### src/rtl/mem_stage.sv
// rtl/mem_stage.sv - memory stage: data-memory access, thread control, MEM/WB register
module mem_stage (
    input  logic        clk,
    input  logic        rst_n,
    input  logic [31:0] addr_mem,
    input  logic [31:0] pc_mem,
    input  logic [31:0] exe_data_mem,
    input  logic [2:0]  trd_mem,
    input  logic [4:0]  reg_wr_mem,
    input  logic        wr_en_mem,
    input  logic        wb_sel_mem,
    input  logic [1:0]  mem_ctrl_mem,
    input  logic [2:0]  trd_ctrl_mem,
    input  logic [2:0]  obj_trd_mem,
    input  logic [31:0] new_pc_mem,
    input  logic [31:0] new_data_mem,
    input  logic        flushMEM,
    output logic        dmem_req,
    output logic        dmem_we,
    output logic [31:0] dmem_addr,
    output logic [31:0] dmem_wdata,
    input  logic        dmem_gnt,
    input  logic        dmem_rvalid,
    input  logic [31:0] dmem_rdata,
    output logic        tc_req,
    output logic [1:0]  tc_op,
    output logic [2:0]  tc_trd,
    output logic [31:0] tc_pc,
    output logic [31:0] tc_data,
    input  logic        tc_ack,
    output logic        stall_mem,
    output logic [31:0] wb_data_wb,
    output logic [4:0]  reg_wr_wb,
    output logic        wr_en_wb,
    output logic [2:0]  trd_wb,
    output logic [31:0] pc_wb
);

    typedef enum logic [2:0] {IDLE, REQ, WAIT, TC, DRAIN} state_t;

    state_t state, next_state;
    // Low from reset until the first edge after release; masks every request and stall.
    logic   active;
    logic   mem_op, thr_op, is_store;
    logic   mem_req_c, tc_req_c, retire, stall_c;

    // A memory op outranks a thread op if both happen to be encoded.
    assign mem_op   = (mem_ctrl_mem == 2'b01) || (mem_ctrl_mem == 2'b10);
    assign is_store = mem_ctrl_mem[1];
    assign thr_op   = !mem_op && ((trd_ctrl_mem == 3'b001) || (trd_ctrl_mem == 3'b010) ||
                                  (trd_ctrl_mem == 3'b011));

    // State register; reset aborts any outstanding access without tracking a drain.
    always_ff @(posedge clk or negedge rst_n) begin
        if (!rst_n) begin
            state  <= IDLE;
            active <= 1'b0;
        end else begin
            state  <= next_state;
            active <= 1'b1;
        end
    end

    // Next-state logic for the access/thread-op sequencer.
    always_comb begin
        next_state = state;
        if (!active) begin
            next_state = IDLE;
        end else begin
            case (state)
                IDLE: begin
                    if (flushMEM)
                        next_state = IDLE;
                    else if (mem_op)
                        next_state = dmem_gnt ? (is_store ? IDLE : WAIT) : REQ;
                    else if (thr_op)
                        next_state = tc_ack ? IDLE : TC;
                end
                REQ: begin
                    if (flushMEM)
                        next_state = IDLE;
                    else if (dmem_gnt)
                        next_state = is_store ? IDLE : WAIT;
                end
                WAIT: begin
                    // A flushed load still owes one rvalid; drain it unless it is here now.
                    if (flushMEM)
                        next_state = dmem_rvalid ? IDLE : DRAIN;
                    else if (dmem_rvalid)
                        next_state = IDLE;
                end
                TC: begin
                    if (flushMEM || tc_ack)
                        next_state = IDLE;
                end
                DRAIN: begin
                    if (dmem_rvalid)
                        next_state = IDLE;
                end
                default: next_state = IDLE;
            endcase
        end
    end

    // Output logic: requests, retire decision and stall.
    always_comb begin
        mem_req_c = 1'b0;
        tc_req_c  = 1'b0;
        retire    = 1'b0;
        stall_c   = 1'b0;
        if (active) begin
            case (state)
                IDLE: begin
                    if (!flushMEM) begin
                        if (mem_op) begin
                            mem_req_c = 1'b1;
                            retire    = dmem_gnt && is_store;
                        end else if (thr_op) begin
                            tc_req_c = 1'b1;
                            retire   = tc_ack;
                        end else begin
                            retire = 1'b1;
                        end
                        stall_c = (mem_op || thr_op) && !retire;
                    end
                end
                REQ: begin
                    if (!flushMEM) begin
                        mem_req_c = 1'b1;
                        retire    = dmem_gnt && is_store;
                        stall_c   = !retire;
                    end
                end
                WAIT: begin
                    if (flushMEM) begin
                        stall_c = !dmem_rvalid;
                    end else begin
                        retire  = dmem_rvalid;
                        stall_c = !dmem_rvalid;
                    end
                end
                TC: begin
                    if (!flushMEM) begin
                        tc_req_c = 1'b1;
                        retire   = tc_ack;
                        stall_c  = !tc_ack;
                    end
                end
                DRAIN: begin
                    stall_c = 1'b1;
                end
                default: ;
            endcase
        end
    end

    assign dmem_req   = mem_req_c;
    assign dmem_we    = mem_req_c && is_store;
    assign dmem_addr  = mem_req_c ? addr_mem : 32'h0;
    assign dmem_wdata = mem_req_c ? exe_data_mem : 32'h0;
    assign tc_req     = tc_req_c;
    assign tc_op      = tc_req_c ? trd_ctrl_mem[1:0] : 2'b00;
    assign tc_trd     = tc_req_c ? obj_trd_mem : 3'b000;
    assign tc_pc      = tc_req_c ? new_pc_mem : 32'h0;
    assign tc_data    = tc_req_c ? new_data_mem : 32'h0;
    assign stall_mem  = stall_c;

    // MEM/WB register: real instruction on retire, bubble otherwise.
    always_ff @(posedge clk or negedge rst_n) begin
        if (!rst_n) begin
            wb_data_wb <= 32'h0;
            reg_wr_wb  <= 5'h0;
            wr_en_wb   <= 1'b0;
            trd_wb     <= 3'h0;
            pc_wb      <= 32'h0;
        end else if (retire) begin
            wb_data_wb <= wb_sel_mem ? dmem_rdata : exe_data_mem;
            reg_wr_wb  <= reg_wr_mem;
            wr_en_wb   <= wr_en_mem;
            trd_wb     <= trd_mem;
            pc_wb      <= pc_mem;
        end else begin
            wb_data_wb <= 32'h0;
            reg_wr_wb  <= 5'h0;
            wr_en_wb   <= 1'b0;
            trd_wb     <= 3'h0;
            pc_wb      <= 32'h0;
        end
    end

endmodule

### config.mk
export PLATFORM = sky130hd
export DESIGN_NAME = mem_stage
export DESIGN_NICKNAME = d
export VERILOG_FILES = /design/src/rtl/mem_stage.sv
export SDC_FILE = /design/constraint.sdc
export NUM_CORES = 1
export LEC_CHECK = 0
export ABC_AREA = 1
export CAP_MARGIN = 20
export CORE_AREA = 8 8 161 163
export DETAILED_ROUTE_END_ITERATION = 7
export DIE_AREA = 0 0 169 171
export SKIP_LAST_GASP = 1
export SYNTH_ARGS = -nofsm -noshare
export SYNTH_HDL_FRONTEND = slang
export SYNTH_SLANG_ARGS = --single-unit
### constraint.sdc
create_clock -name clk -period 3.95 [get_ports clk]
set_input_delay 0.5925 -clock clk [delete_from_list [all_inputs] [get_ports clk]]
set_output_delay 0.5925 -clock clk [all_outputs]
set_load 0.005 [all_outputs]
Word level (Yosys, flattened, before mapping) --
Index checks and enable logic that the tools add are counted.
Word-level totals: bits in registers 77, output and inout bits 210, logic and storage cells 87
Operators by class: equality and inequality tests 12, mux-type cells 52, reductions and logical operators 16
Operator list (count):
- 32-bit two-way mux | 7
- 3-bit two-way mux | 13
- 1-bit two-way mux | 23
- 3-bit case mux with 5 select lines | 1
- 3-bit by 2-bit == test with 1-bit output (second input constant) | 4
- 3-bit by 1-bit == test with 1-bit output (second input constant) | 2
- 2-bit two-way mux | 3
- 1-bit zero test | 5
- 1-bit logical OR | 5
- 5-bit two-way mux | 1
- 5-bit != test (second input constant) | 1
- 1-bit case mux with 5 select lines | 1
- 1-bit logical AND | 4
- 4-bit != test (second input constant) | 1
- 1-bit case mux with 2 select lines | 2
- 1-bit case mux with 4 select lines | 1
- 3-bit == test (second input constant) | 1
- 3-bit zero test | 1
- 3-bit != test (second input constant) | 1
- 3-bit AND reduction | 1
- 2-bit by 1-bit == test with 1-bit output (second input constant) | 1
- 2-bit == test (second input constant) | 1

Longest topological paths before layout --
depth after elaboration 14, mapped depth 9

Worst setup path after synthesis --
Ideal clock, no wire load.
path kind input to output, start point input flushMEM, end point output dmem_wdata[22], arrival time 1548 ps, data required time 3357 ps, slack 1810 ps, cell stages on the path 9, path through nor2_2 > and2_1 > buf_6 > nand2_1 > o21ai_1 > nand2_1 > buf_6 > buf_6 > nor2_2
Between the ends: word-level cells in the longest chain between the ends 4, elaborated cells on any way between the ends 5, those cells by class 5 x mux
Ends and longest elaborated chain:
- start, declared | line 17 | input logic flushMEM,
- 1-bit two-way mux, on equally long branches | line 128, 114
- 1-bit case mux with 2 select lines * | line 112 | case (state)
- 1-bit two-way mux * | line 111 | if (active) begin
- 32-bit two-way mux * | line 160 | assign dmem_wdata = mem_req_c ? exe_data_mem : 32'h0;
- end, declared | line 21 | output logic [31:0] dmem_wdata,
Every way passes the cells marked *; elsewhere a longest branch is shown, timed or not.

Final worst setup path --
start point input flushMEM, end point output tc_pc[18]
Between the ends: word-level cells in the longest chain between the ends 4, elaborated cells on any way between the ends 5, those cells by class 5 x mux
Ends and longest elaborated chain:
- 1-bit two-way mux, on equally long branches | line 143, 114
- 1-bit case mux with 2 select lines * | line 112
- 1-bit two-way mux * | line 111
- 32-bit two-way mux * | line 164 | assign tc_pc = tc_req_c ? new_pc_mem : 32'h0;
- end, declared | line 28 | output logic [31:0] tc_pc,
Marked as above.

==> results.rst <==
.. list-table::
   :header-rows: 1

   * - Metric
     - Value
   * - Vias post-DR
     - 5074
   * - Clock tree root driver cell
     - sky130_fd_sc_hd__clkbuf_16
   * - Final-report max-slew violation count
     - 0
   * - Worst setup SP type
     - input pin
   * - Antenna violations before repair
     - 0
   * - Core Area
     - 0.0233 mm2
   * - Setup repair after global routing missed its margin
     - false
   * - Slowest cell on the critical path
     - sky130_fd_sc_hd__clkdlybuf4s50_1
   * - Wire length reported by the detailed router
     - 21.3 mm
   * - Total Routing Usage GR
     - 0.140
   * - Worst stage delay on the critical path
     - 0.54 ns
   * - GP Congestion
     - 0.860
   * - Class of the worst hold path
     - input pin to asynchronous set/reset pin
   * - Residual antenna-violating net count after detailed routing
     - 0
   * - Drt wl/cell
     - 15.7 um
   * - Most frequent cells in the layout
     - 423 x sky130_fd_sc_hd__clkdlybuf4s50_1, 207 x sky130_fd_sc_hd__nor2_1, 186 x sky130_fd_sc_hd__inv_1, 77 x sky130_fd_sc_hd__dfrtp_1, 40 x sky130_fd_sc_hd__nor2_2
   * - Mapped Nets
     - 842
   * - First-pass detailed-route iteration total
     - 4
   * - Pin count of the biggest net entering global routing
     - 78
   * - Cell Rows
     - 56
   * - Most common library cell in the layout ignoring fill and taps
     - sky130_fd_sc_hd__clkdlybuf4s50_1
   * - Final Core Density
     - 0.390
   * - WS Path Type
     - input pin to primary output
   * - Number of placed I/O pins
     - 426
   * - Gate count of the mapped netlist
     - 626
   * - Synth-to-layout area growth
     - 111%
   * - Number of H-tree levels
     - 3
   * - Total power per unit cell area
     - 246 mW/mm2
   * - Yosys warning count
     - 0
   * - Crit path top cell by count
     - sky130_fd_sc_hd__clkdlybuf4s50_1
   * - Number of antenna cells inserted
     - 0
   * - Critical path, cell by cell
     - clkdlybuf4s50_1, nor2_2, and2_1, nand3_1, nand2_1, nand2_2, buf_4, nor2_1, clkdlybuf4s50_1
   * - Count of unresolved DRC violations after routing
     - 0
   * - Worst Max-Slew Pin Slew
     - 0.938 ns
   * - Via count of the first global-routing pass
     - 5162
   * - Iteration-0 DRC count of the detailed router
     - 288
   * - Mean Syn Cell Area
     - 6.89 um2
   * - Remaining global-route overflow
     - 0
   * - Die Area
     - 0.0289 mm2
   * - Clock Sinks
     - 77
   * - Total CTS buffers
     - 9
   * - Fmax
     - 274 MHz
   * - Vias per inst
     - 3.73
   * - Worst R2R End
     - pc_wb[11]
   * - Cell variety after synth
     - 22
   * - Result of the run
     - finished clean
   * - CP arrival
     - 3.05 ns
   * - Count of buffers from port buffering
     - 425
   * - Nature of the critical path endpoint
     - primary output
   * - Crit Path Max Fanout
     - 45
   * - Final Hold Violating Endpoints
     - 0
   * - Post-CTS Setup Bufs
     - 0
   * - Max IR drop VDD
     - 161 uV
   * - Syn Std Cell Area
     - 0.00431 mm2
   * - Cts repair resizes
     - 0
   * - DIE WIDTH
     - 169 um
   * - Number of setup violations in the final report
     - 0
   * - Insertion delay to the later sink of the worst-skew pair
     - 0.34 ns
   * - Number of cells on the worst reg-to-reg path
     - 9
   * - Register bit total from synthesis
     - 77
   * - Setup TNS
     - 0 ns
   * - Wire length of the first global-routing pass
     - 31.0 mm
   * - Starting Density
     - 0.185
   * - Time the worst path needs with I/O delays and setup
     - 3.65 ns
   * - Clock tree from TritonCTS
     - done
   * - Floorplan die height
     - 171 um
   * - Net total in the final layout
     - 1254
   * - Worst-case clock skew
     - 0.00801 ns
   * - CTS clock-pin slew for the worst setup and hold paths
     - 0.06 ns
   * - Fin crit share
     - 0.923
   * - Worst reg2reg startpoint
     - state[0]
   * - Static leakage power
     - 4.47 nW
   * - Slew Limit Headroom
     - 0.375
   * - Critical path data required time
     - 3.36 ns
   * - Sequential cell area fraction in the yosys report
     - 0.447
   * - Count of hold-fix buffers inserted at cts
     - 0
   * - Half-perimeter wire length of the detailed placement result
     - 17.6 mm
   * - Max-cap check violation count
     - 0
   * - Register-to-register setup slack
     - 1.94 ns
   * - Maximum root-to-sink buffer count
     - 2
   * - Layout cell share with drive strength beyond 1
     - 0.0642
through the flow:
stage | cell area [um2] | worst slack [ns] | hold WS [ns] | power (mW) | std cells
6_report | 9080 | 0.304 | 0.0735 | 2.23 | 1362
5_1_grt | 9080 | 0.0967 | 0.0583 | 2.37 | 1362
4_1_cts | 9050 | 0.318 | 0.448 | 2.29 | 1361
3_5_place_dp | 8770 | 0.328 | 0.604 | 1.46 | 1345
3_3_place_gp | 8770 | 0.385 | 0.603 | 1.46 | 1345
2_1_floorplan | 4310 | 1.81 | 0.297 | 1.04 | 626
sequential cells by signal (all words and copies together), names as in the netlist:
register,cells
trd_wb,3
wb_data_wb,32
reg_wr_wb,5
wr_en_wb,1
state,3
pc_wb,32
active,1
synthesized netlist by cell type:
cell | instances | area share
sky130_fd_sc_hd__clkbuf_1 | 6 | 0.0052
sky130_fd_sc_hd__o21ai_1 | 1 | 0.0012
sky130_fd_sc_hd__nor2_2 | 40 | 0.058
sky130_fd_sc_hd__xnor2_1 | 1 | 0.0020
sky130_fd_sc_hd__buf_8 | 3 | 0.010
sky130_fd_sc_hd__buf_1 | 2 | 0.0017
sky130_fd_sc_hd__buf_6 | 10 | 0.026
sky130_fd_sc_hd__nand3_1 | 16 | 0.019
sky130_fd_sc_hd__a211oi_1 | 1 | 0.0017
sky130_fd_sc_hd__conb_1 | 1 | 0.00087
sky130_fd_sc_hd__inv_2 | 1 | 0.00087
sky130_fd_sc_hd__nand2_1 | 20 | 0.017
sky130_fd_sc_hd__inv_1 | 186 | 0.16
sky130_fd_sc_hd__and2_1 | 1 | 0.0015
sky130_fd_sc_hd__nand4_1 | 5 | 0.0073
sky130_fd_sc_hd__dfrtp_1 | 77 | 0.45
sky130_fd_sc_hd__o21ai_0 | 2 | 0.0023
sky130_fd_sc_hd__nor2_1 | 207 | 0.18
sky130_fd_sc_hd__buf_2 | 9 | 0.010
sky130_fd_sc_hd__a21oi_1 | 35 | 0.041
sky130_fd_sc_hd__nand2_4 | 1 | 0.0026
sky130_fd_sc_hd__o21bai_1 | 1 | 0.0017
logic make-up (layout without fill, tap and decap cells):
| kind of cell | Yosys count | in the layout | synth area share |
|---|---|---|---|
| flip-flops | 77 | 77 | 0.447 |
| other | 1 | 1 | 0.000870 |
| AO/OA/AOI/OAI | 40 | 40 | 0.0476 |
| AND/OR/NAND/NOR | 290 | 290 | 0.286 |
| buffers and inverters | 217 | 634 | 0.217 |
| XOR/XNOR | 1 | 1 | 0.00203 |
metal layers:
layer	vias to the layer above	GRT usage	share of wire
met3	25	0.0486	0.082
met1	2278	0.153	0.38
met5	-	0	0
met4	0	0.0412	0.017
li1	2564	-	-
met2	207	0.253	0.52
how the worst max path moves through the flow:
stage / slack, ns / from / cells past startpoint / to
floorplan: 1.81 / flushMEM / 9 / dmem_wdata[22]
global placement: 0.38 / flushMEM / 9 / tc_data[2]
detailed placement: 0.33 / flushMEM / 9 / tc_pc[18]
CTS: 0.32 / flushMEM / 9 / tc_pc[18]
global route: 0.1 / flushMEM / 9 / tc_pc[7]
finish: 0.30 / flushMEM / 9 / tc_pc[18]
critical path: cells and delay by family:
family	cells	cell delay, ns
buffers and inverters	3	1.39
AND/OR/NAND/NOR	6	1.04
cell type report:
class	instances	area (um2)
Timing Repair Buffer	431	4310
Multi-Input combinational cell	332	1460
Clock buffer	10	229
Tap cell	319	399
Inverter	187	702
Sequential cell	77	1930
Fill cell	2427	14200
Clock inverter	6	48.8
report_power, final:
group / internal, mW / total (mW) / switching [mW]
sequential: 0.824 / 0.837 / 0.0125
clock: 0.431 / 0.788 / 0.357
combinational: 0.364 / 0.606 / 0.242
total: 1.62 / 2.23 / 0.611
Note: power is estimated with default switching activity, not from simulation.
